===== src/rtl/fft_bram_reader.sv =====
// fft_bram_reader: reads one stored multichannel FFT frame back from BRAM port B
// and emits one AXI4-Stream beat per bin, with every channel of that bin packed
// side by side (lane c = {im, re} at bits [2*SAMPLE_W*c +: 2*SAMPLE_W]).
// Optional build macro FFT_BRAM_RD_FMT_CHK_EN adds a sticky sign-extension
// checker on every captured word; without it fmt_err is tied low.
module fft_bram_reader #(
    parameter int unsigned NUM_CH    = 8,
    parameter int unsigned NUM_BINS  = 256,
    parameter int unsigned SAMPLE_W  = 24,
    parameter int unsigned ADDR_W    = 13,
    parameter int unsigned ADDR_STEP = 4,
    parameter int unsigned RD_LAT    = 1
) (
    input  logic                         clk,
    input  logic                         rst_n,
    input  logic                         start,
    output logic [ADDR_W-1:0]            bram_addr,
    output logic                         bram_en,
    input  logic [31:0]                  bram_dout_re,
    input  logic [31:0]                  bram_dout_im,
    output logic [2*SAMPLE_W*NUM_CH-1:0] m_axis_tdata,
    output logic                         m_axis_tvalid,
    input  logic                         m_axis_tready,
    output logic                         m_axis_tlast,
    output logic                         busy,
    output logic                         done,
    output logic                         fmt_err
);

    localparam int unsigned LANE_W = 2 * SAMPLE_W;
    localparam int unsigned DATA_W = LANE_W * NUM_CH;
    localparam int unsigned CH_W   = (NUM_CH > 1) ? $clog2(NUM_CH) : 1;
    localparam int unsigned BIN_W  = (NUM_BINS > 1) ? $clog2(NUM_BINS) : 1;

    localparam logic [CH_W-1:0]   LAST_CH    = CH_W'(NUM_CH - 1);
    localparam logic [BIN_W-1:0]  LAST_BIN   = BIN_W'(NUM_BINS - 1);
    localparam logic [ADDR_W-1:0] STEP       = ADDR_W'(ADDR_STEP);
    localparam logic [1:0]        LAST_DRAIN = 2'(RD_LAT - 1);

    typedef enum logic [2:0] {
        StIdle,
        StFetch,
        StDrain,
        StSend,
        StDone
    } state_e;

    state_e              state_q, state_d;
    logic [BIN_W-1:0]    bin_q, bin_d;
    logic [CH_W-1:0]     ch_q, ch_d;         // channel currently being addressed
    logic [CH_W-1:0]     cap_q, cap_d;       // lane that takes the next returning word
    logic [1:0]          drain_q, drain_d;
    logic [RD_LAT-1:0]   rd_pipe_q, rd_pipe_d; // tracks reads in flight inside the BRAM
    logic [ADDR_W-1:0]   addr_q, addr_d;
    logic                en_q, en_d;
    logic [DATA_W-1:0]   data_q, data_d;
    logic                valid_q, valid_d;
    logic                last_q, last_d;
    logic                busy_q, busy_d;
    logic                done_q, done_d;

    logic                capture;
    logic [LANE_W-1:0]   lane_word;

    // A word leaves the read pipe exactly RD_LAT cycles after its address was shown.
    assign capture   = rd_pipe_q[RD_LAT-1];
    assign lane_word = {bram_dout_im[SAMPLE_W-1:0], bram_dout_re[SAMPLE_W-1:0]};

    // Next-state logic for the read sequencer and the registered stream outputs.
    always_comb begin
        state_d   = state_q;
        bin_d     = bin_q;
        ch_d      = ch_q;
        cap_d     = cap_q;
        drain_d   = drain_q;
        addr_d    = addr_q;
        en_d      = en_q;
        data_d    = data_q;
        valid_d   = valid_q;
        last_d    = last_q;
        busy_d    = busy_q;
        done_d    = 1'b0;
        rd_pipe_d = RD_LAT'({rd_pipe_q, state_q == StFetch});

        if (capture) begin
            data_d[cap_q*LANE_W +: LANE_W] = lane_word;
            cap_d = cap_q + 1'b1;
        end

        unique case (state_q)
            StIdle: begin
                if (start) begin
                    state_d = StFetch;
                    bin_d   = '0;
                    ch_d    = '0;
                    cap_d   = '0;
                    addr_d  = '0;
                    en_d    = 1'b1;
                    busy_d  = 1'b1;
                end
            end
            StFetch: begin
                if (ch_q == LAST_CH) begin
                    state_d = StDrain;
                    drain_d = '0;
                end else begin
                    ch_d   = ch_q + 1'b1;
                    addr_d = addr_q + STEP;
                end
            end
            StDrain: begin
                // The final lane lands on the same edge that raises tvalid.
                if (drain_q == LAST_DRAIN) begin
                    state_d = StSend;
                    en_d    = 1'b0;
                    valid_d = 1'b1;
                    last_d  = (bin_q == LAST_BIN);
                end else begin
                    drain_d = drain_q + 1'b1;
                end
            end
            StSend: begin
                if (m_axis_tready) begin
                    valid_d = 1'b0;
                    last_d  = 1'b0;
                    if (bin_q == LAST_BIN) begin
                        state_d = StDone;
                        busy_d  = 1'b0;
                        done_d  = 1'b1;
                        addr_d  = '0;
                    end else begin
                        // Words are stored bin-major, so the next bin starts one step on.
                        state_d = StFetch;
                        bin_d   = bin_q + 1'b1;
                        ch_d    = '0;
                        cap_d   = '0;
                        addr_d  = addr_q + STEP;
                        en_d    = 1'b1;
                    end
                end
            end
            StDone: begin
                state_d = StIdle;
            end
            default: begin
                state_d = StIdle;
            end
        endcase
    end

    // State and output registers; asynchronous reset abandons any partial frame.
    always_ff @(posedge clk or negedge rst_n) begin
        if (!rst_n) begin
            state_q   <= StIdle;
            bin_q     <= '0;
            ch_q      <= '0;
            cap_q     <= '0;
            drain_q   <= '0;
            rd_pipe_q <= '0;
            addr_q    <= '0;
            en_q      <= 1'b0;
            data_q    <= '0;
            valid_q   <= 1'b0;
            last_q    <= 1'b0;
            busy_q    <= 1'b0;
            done_q    <= 1'b0;
        end else begin
            state_q   <= state_d;
            bin_q     <= bin_d;
            ch_q      <= ch_d;
            cap_q     <= cap_d;
            drain_q   <= drain_d;
            rd_pipe_q <= rd_pipe_d;
            addr_q    <= addr_d;
            en_q      <= en_d;
            data_q    <= data_d;
            valid_q   <= valid_d;
            last_q    <= last_d;
            busy_q    <= busy_d;
            done_q    <= done_d;
        end
    end

    assign bram_addr     = addr_q;
    assign bram_en       = en_q;
    assign m_axis_tdata  = data_q;
    assign m_axis_tvalid = valid_q;
    assign m_axis_tlast  = last_q;
    assign busy          = busy_q;
    assign done          = done_q;

`ifdef FFT_BRAM_RD_FMT_CHK_EN
    logic fmt_err_q, fmt_err_d;

    // A stored word is well formed when its upper bits replicate the sample sign bit.
    function automatic logic sext_ok(input logic [31:0] w);
        return w[31:SAMPLE_W] == {(32 - SAMPLE_W){w[SAMPLE_W-1]}};
    endfunction

    // Sticky error flag: cleared by an accepted start, set by any malformed capture.
    always_comb begin
        fmt_err_d = fmt_err_q;
        if (state_q == StIdle && start) begin
            fmt_err_d = 1'b0;
        end else if (capture && !(sext_ok(bram_dout_re) && sext_ok(bram_dout_im))) begin
            fmt_err_d = 1'b1;
        end
    end

    // Error flag register.
    always_ff @(posedge clk or negedge rst_n) begin
        if (!rst_n) begin
            fmt_err_q <= 1'b0;
        end else begin
            fmt_err_q <= fmt_err_d;
        end
    end

    assign fmt_err = fmt_err_q;
`else
    // Upper word bits carry only sign extension and are dropped in this build.
    logic unused_dout_hi;
    assign unused_dout_hi = ^{bram_dout_re[31:SAMPLE_W], bram_dout_im[31:SAMPLE_W]};
    assign fmt_err        = 1'b0;
`endif

endmodule


===== config.mk =====
export PLATFORM = sky130hd
export DESIGN_NAME = fft_bram_reader
export DESIGN_NICKNAME = d
export VERILOG_FILES = /design/src/rtl/fft_bram_reader.sv
export SDC_FILE = /design/constraint.sdc
export NUM_CORES = 1
export LEC_CHECK = 0
export ABC_AREA = 1
export CAP_MARGIN = 20
export CORE_UTILIZATION = 44
export DETAILED_ROUTE_END_ITERATION = 12
export PLACE_DENSITY = 0.72
export SYNTH_ARGS = -nofsm -noshare
export SYNTH_HDL_FRONTEND = slang
export SYNTH_SLANG_ARGS = --single-unit

===== constraint.sdc =====
create_clock -name clk -period 3.9 [get_ports clk]
set_input_delay 0.39 -clock clk [delete_from_list [all_inputs] [get_ports clk]]
set_output_delay 0.39 -clock clk [all_outputs]
set_load 0.005 [all_outputs]

Word-level counts from Yosys, hierarchy flattened
Cells that the tools add are included.

operators by class
  $mul = 1
  bitwise operators = 0
  magnitude comparators = 0
  shift-type cells = 2
  multiplexer cells = 45
  add/sub/neg operators = 6
  equal/unequal tests = 13
  divide/modulo/power cells = 0
  reduce and logical (&&, ||, !) cells = 15

operators with widths
  operator                   number
  $bwmux 384                 1
  $shift 48x34->384 const A  1
  $shiftx 48x34->384         1
  $mux 13                    4
  $mux 3                     13
  $pmux 13 s3                1
  $neg 9->34                 1
  $mux 8                     3
  $pmux 8 s2                 1
  $reduce_and 4->1           4
  $ne 2x2->1 const B         7
  $add 13x3->13 const B      1
  $mux 1                     12
  $pmux 3 s4                 1
  $reduce_and 5->1           2
  $pmux 3 s3                 1
  $add 8x1->8 const B        1
  $eq 8x8->1 const B         1
  $add 3x1->3 const B        2
  $eq 3x2->1 const B         2
  $pmux 1 s2                 3
  $pmux 3 s2                 1
  $reduce_and 3->1           2
  $reduce_bool 2->1          3
  11 further kinds           13

storage, ports and cells
  input port bits = 68
  memories = 0
  flip-flop bits (word level) = 422
  bits in read-only memories = 0
  word-level logic and storage cells = 95
  output and inout bits = 403
  bits in latches = 0
  bits in writable memories = 0

Logic depth before layout (Yosys ltp)
  depth in word-level cells = 5
  gate-level depth with buffers = 20
  depth with buffers taken out = 17

Least setup slack after synthesis
No wires, ideal clock.

  path type = register to register
  start point = register cap_q[0]
  end point = register data_q[294], in the netlist m_axis_tdata[294]
  buffers on the path = 5
  cell stages (with the launch flop) = 21
  required time = 3783 ps
  arrival time = 3082 ps
  path slack = 701 ps
  setup time = 117 ps
  clock period less this slack = 3199 ps
  cell sequence = dfrtp_1 buf_6 inv_1 buf_1 clkbuf_1 ha_1 inv_1 nor2_1 nand2_1 inv_1 ha_1 inv_2 nor2_1 inv_1 buf_2 nand2_1 a21oi_2 nand2_2 buf_2 nand2_1 nand2_1

on the way
  cells in the longest elaborated chain, start to end = 4
  elaborated cells between the ends (all ways) = 5
  those cells by class = add/sub: 1; mul: 1; shift: 2; mux: 1

ends and longest elaborated chain
  what                                                     RTL line  text
  from (decl)                                              51        logic [CH_W-1:0] cap_q, cap_d;
  from (signal assigned)                                   171       cap_q <= cap_d;
  $mul 3x2->5 *                                            86        data_d[cap_q*LANE_W +: LANE_W] = lane_word;
  $neg 9->34 *                                             86
  $shiftx 48x34->384 or $shift 48x34->384 (tied branches)  86
  $bwmux 384 *                                             86
  to (signal assigned)                                     176       data_q <= data_d;
  to (decl)                                                56        logic [DATA_W-1:0] data_q, data_d;

Mark *: on every way between the ends. The rest lies on a longest branch, timed or not.
A chain may end at the register's enable or synchronous reset.

Worst setup path after layout
  start point = register cap_q[1]
  end point = register data_q[286], in the netlist m_axis_tdata[286]

Same word-level chain as after synthesis.

==> impl_metrics.ini <==
[placed_design]
io_buffers = 451
place_inst = 3597
hpwl_mm = 57.9
globalplace.congestion = 0.974

[critical_path]
worstSetupEndpointType = flop
cpMostUsedCell = nand2_1
path_cells = ha_1 -> fa_1 -> nor2_1 -> nand2_1 -> inv_1 -> ha_1 -> inv_2 -> nor2_1 -> buf_4 -> inv_1 -> nand3_1 -> a21oi_2 -> buf_4 -> inv_2 -> nand2_1 -> nand2_1
crit_path_max_incr_delay_ps = 470
crit_required_ps = 4360
crit_family = buffers and inverters
critPathSlowestCell = fa_1
critical_path_class = flop to flop
start_kind = flop
crit_arrival_ps = 4140
cp_max_fo = 17
crit_buf_inv = 6

[sta]
setup_tns_ps = 0
final.period_utilization_pct = 94.4
worst_pin_slew_ps = 1150
fmax_ghz = 0.272
fin_skew_ps = 40.4
slew_headroom_pct = 22.2
worst_hold_slack_ps = 414
setup_viol = 0
grt_setup_unrepaired = no
fin_crit_ps = 3680
drv_slew = 0
hold_viol_final = 0

[grt]
grt-busiest-layer = met2
grt_max_degree = 111
grt_pass1_vias = 19108
global_route.usage.met3_pct = 7.91
grtUsageTotal_pct = 32.8
grt_pass1_wl_mm = 118
grt_overflow = 0
antenna_found_initial = 2
use_met2_pct = 51.0
grtUsageMet1_pct = 45.2

[status]
status = finished clean

[route]
wirelength_mm = 77.8
final_antenna_net_count = 0
firstDrtPassIters = 6
vias_per_cell = 5.50
route.detailed.drc = 0
drt_iter0_drc = 2273
vias = 20252
routedWlPerCell_um = 21.1

[clock_tree]
clockRootBuffer = clkbuf_16
cts_tree = done
clk_latency_ps = 610
clk_path_buf_depth = 3
cts_buffers = 44
cts.htree.levels = 2
clkSinkCount = 420
clk_pin_slew_worst_paths_ps = 70

[floorplanning]
core_area_um2 = 45500
fp.dieW_um = 217
start_util_pct = 44.8
row_count = 78
die-area_um2 = 47100
fp.dieH_um = 217
io_pins = 471

[yosys]
async_reset_ff_share_pct = 100
synth_ff_type = dfrtp_1
ys_types = 42
syn_area_per_cell_um2 = 7.73
syn_area_um2 = 20400
yosys_warnings = 0
synth-seq-cells = 420
synth_edf_count = 0
ys_seq_area_share_pct = 51.6
synthCells = 2636

[layout]
syn_to_final_growth_pct = 33.8
fin_nets = 3127
seqCellArea_um2 = 10500
drive_gt1_share_pct = 7.11
multi_input_area_um2 = 8580
nFillCells = 4128
finalNonFillerCells = 3682

[run]
cap_violations = 0

[hold_path]
hold_path.class = input port to flop

[power_and_ir_drop]
vdd_drop_max_mv = 0.910
cellPowerDensity_nw_per_um2 = 1010
leakagePower_nw = 12.5
-- logic make-up (layout without fill, tap and decap cells) --
logic type / after synthesis / after routing / share of synthesized area (%)
mux: 20 / 20 / 1.11
compound gates: 458 / 458 / 11.8
fa+ha+maj: 12 / 12 / 0.774
simple gates: 1387 / 1387 / 27.9
other cells: 1 / 4 / 0.0184
xor+xnor: 9 / 9 / 0.387
buf+inv: 329 / 772 / 6.48
flops: 420 / 420 / 51.6
-- registers in the layout, summed over array words and instances (netlist names) --
register and cells:
m_axis_tvalid 1, busy 1, capture 1, bin_q 8, bram_en 1, done 1, state_q 3, bram_addr 11
m_axis_tlast 1, ch_q 3, cap_q 3, m_axis_tdata 384, drain_q 2
-- per-layer routing --
layer,vias up,share of wire [%],wire length (um)
met5,-,0,0
met4,0,3.0,2370
met3,132,9.3,7230
met2,918,46,35700
met1,9871,42,32500
li1,9331,-,-
-- path summary, 6_finish.rpt --
kind,endpoint,depth (start not counted),slack [ps],start
hold reg to reg,m_axis_tdata[54]$_DFFE_PN0P_,2,470,m_axis_tdata[54]$_DFFE_PN0P_
min in group asynchronous,m_axis_tdata[214]$_DFFE_PN0P_,2,430,rst_n
setup / recovery,m_axis_tdata[286]$_DFFE_PN0P_,16,220,cap_q[1]$_DFF_PN0_
setup reg to reg,m_axis_tdata[286]$_DFFE_PN0P_,16,220,cap_q[1]$_DFF_PN0_
hold / removal,state_q[2]$_DFFE_PN0P_,3,410,m_axis_tready
max in group asynchronous,m_axis_tdata[65]$_DFFE_PN0P_,3,2380,rst_n
-- report_power, final --
group / internal [mW] / switching (mW) / total (mW)
clock: 2.78 / 1.84 / 4.61
sequential: 6.17 / 1.18 / 7.35
combinational: 5.72 / 9.73 / 15.4
total: 14.7 / 12.7 / 27.4
-- worst register-to-register path, delay by kind of cell (launching register included) --
family,cells,cell delay (ps)
adder cells (fa/ha/maj),3,990
AO/OA/AOI/OAI,1,120
AND/OR/NAND/NOR,6,780
flip-flops,1,440
buffers and inverters,6,1180
-- cell usage in the layout, fill, tap and decap left out, types with 10 or more instances in the layout --
| master | instances |
|---|---|
| nor3_1 | 17 |
| o21ai_1 | 14 |
| buf_4 | 70 |
| a21oi_1 | 56 |
| ha_1 | 11 |
| nand4_1 | 44 |
| clkdlybuf4s50_1 | 450 |
| nand3_1 | 170 |
| dfrtp_1 | 419 |
| o22ai_1 | 33 |
| inv_1 | 153 |
| mux2_2 | 20 |
| clkbuf_16 | 44 |
| nor2_1 | 244 |
| o31ai_1 | 10 |
| clkinv_2 | 11 |
| nand2_1 | 881 |
| o21ai_0 | 330 |
-- through the flow --
step	power (mW)	utilization (%)	area (um2)	setup WS, ps
5_1_grt	29.0	59.9	27200	1.05
3_3_place_gp	22.2	56.2	25600	389
3_5_place_dp	22.5	56.2	25600	261
2_1_floorplan	14.8	-	20400	701
6_report	27.4	59.9	27200	217
4_1_cts	27.2	59.8	27200	212
-- Yosys cell counts, types with 6 or more instances --
cell	number	area [um2]
o21ai_1	14	70.1
nor2_1	248	931
nand3_1	171	856
buf_1	11	41.3
nand2_2	7	43.8
inv_2	9	33.8
nor3_1	17	85.1
xor2_1	7	61.3
o31ai_1	10	75.1
nand4_1	44	275
ha_1	11	138
a31oi_1	6	37.5
a21oi_1	56	280
nand2_1	882	3310
dfrtp_1	420	10500
buf_2	43	215
o21ai_0	330	1650
inv_1	153	574
clkbuf_1	105	394
o22ai_1	34	213
mux2_2	20	225
-- cell type report --
| class | count | area share [%] |
|---|---|---|
| diodes | 1 | 0.00919 |
| clock buffers | 55 | 4.49 |
| clock inverters | 25 | 1.45 |
| inverters | 164 | 2.27 |
| multi-input cells | 1889 | 31.5 |
| flip-flops and latches | 420 | 38.6 |
| well taps | 600 | 2.76 |
| repair buffers | 528 | 18.9 |
-- repair_timing --
action,CTS,global route
endpoints found under the setup margin,0,42
hold endpoints to repair,92,0
setup buffers,0,1
resized for setup,0,1
hold buffers,1,0
Note: power is estimated with default switching activity, not from simulation.
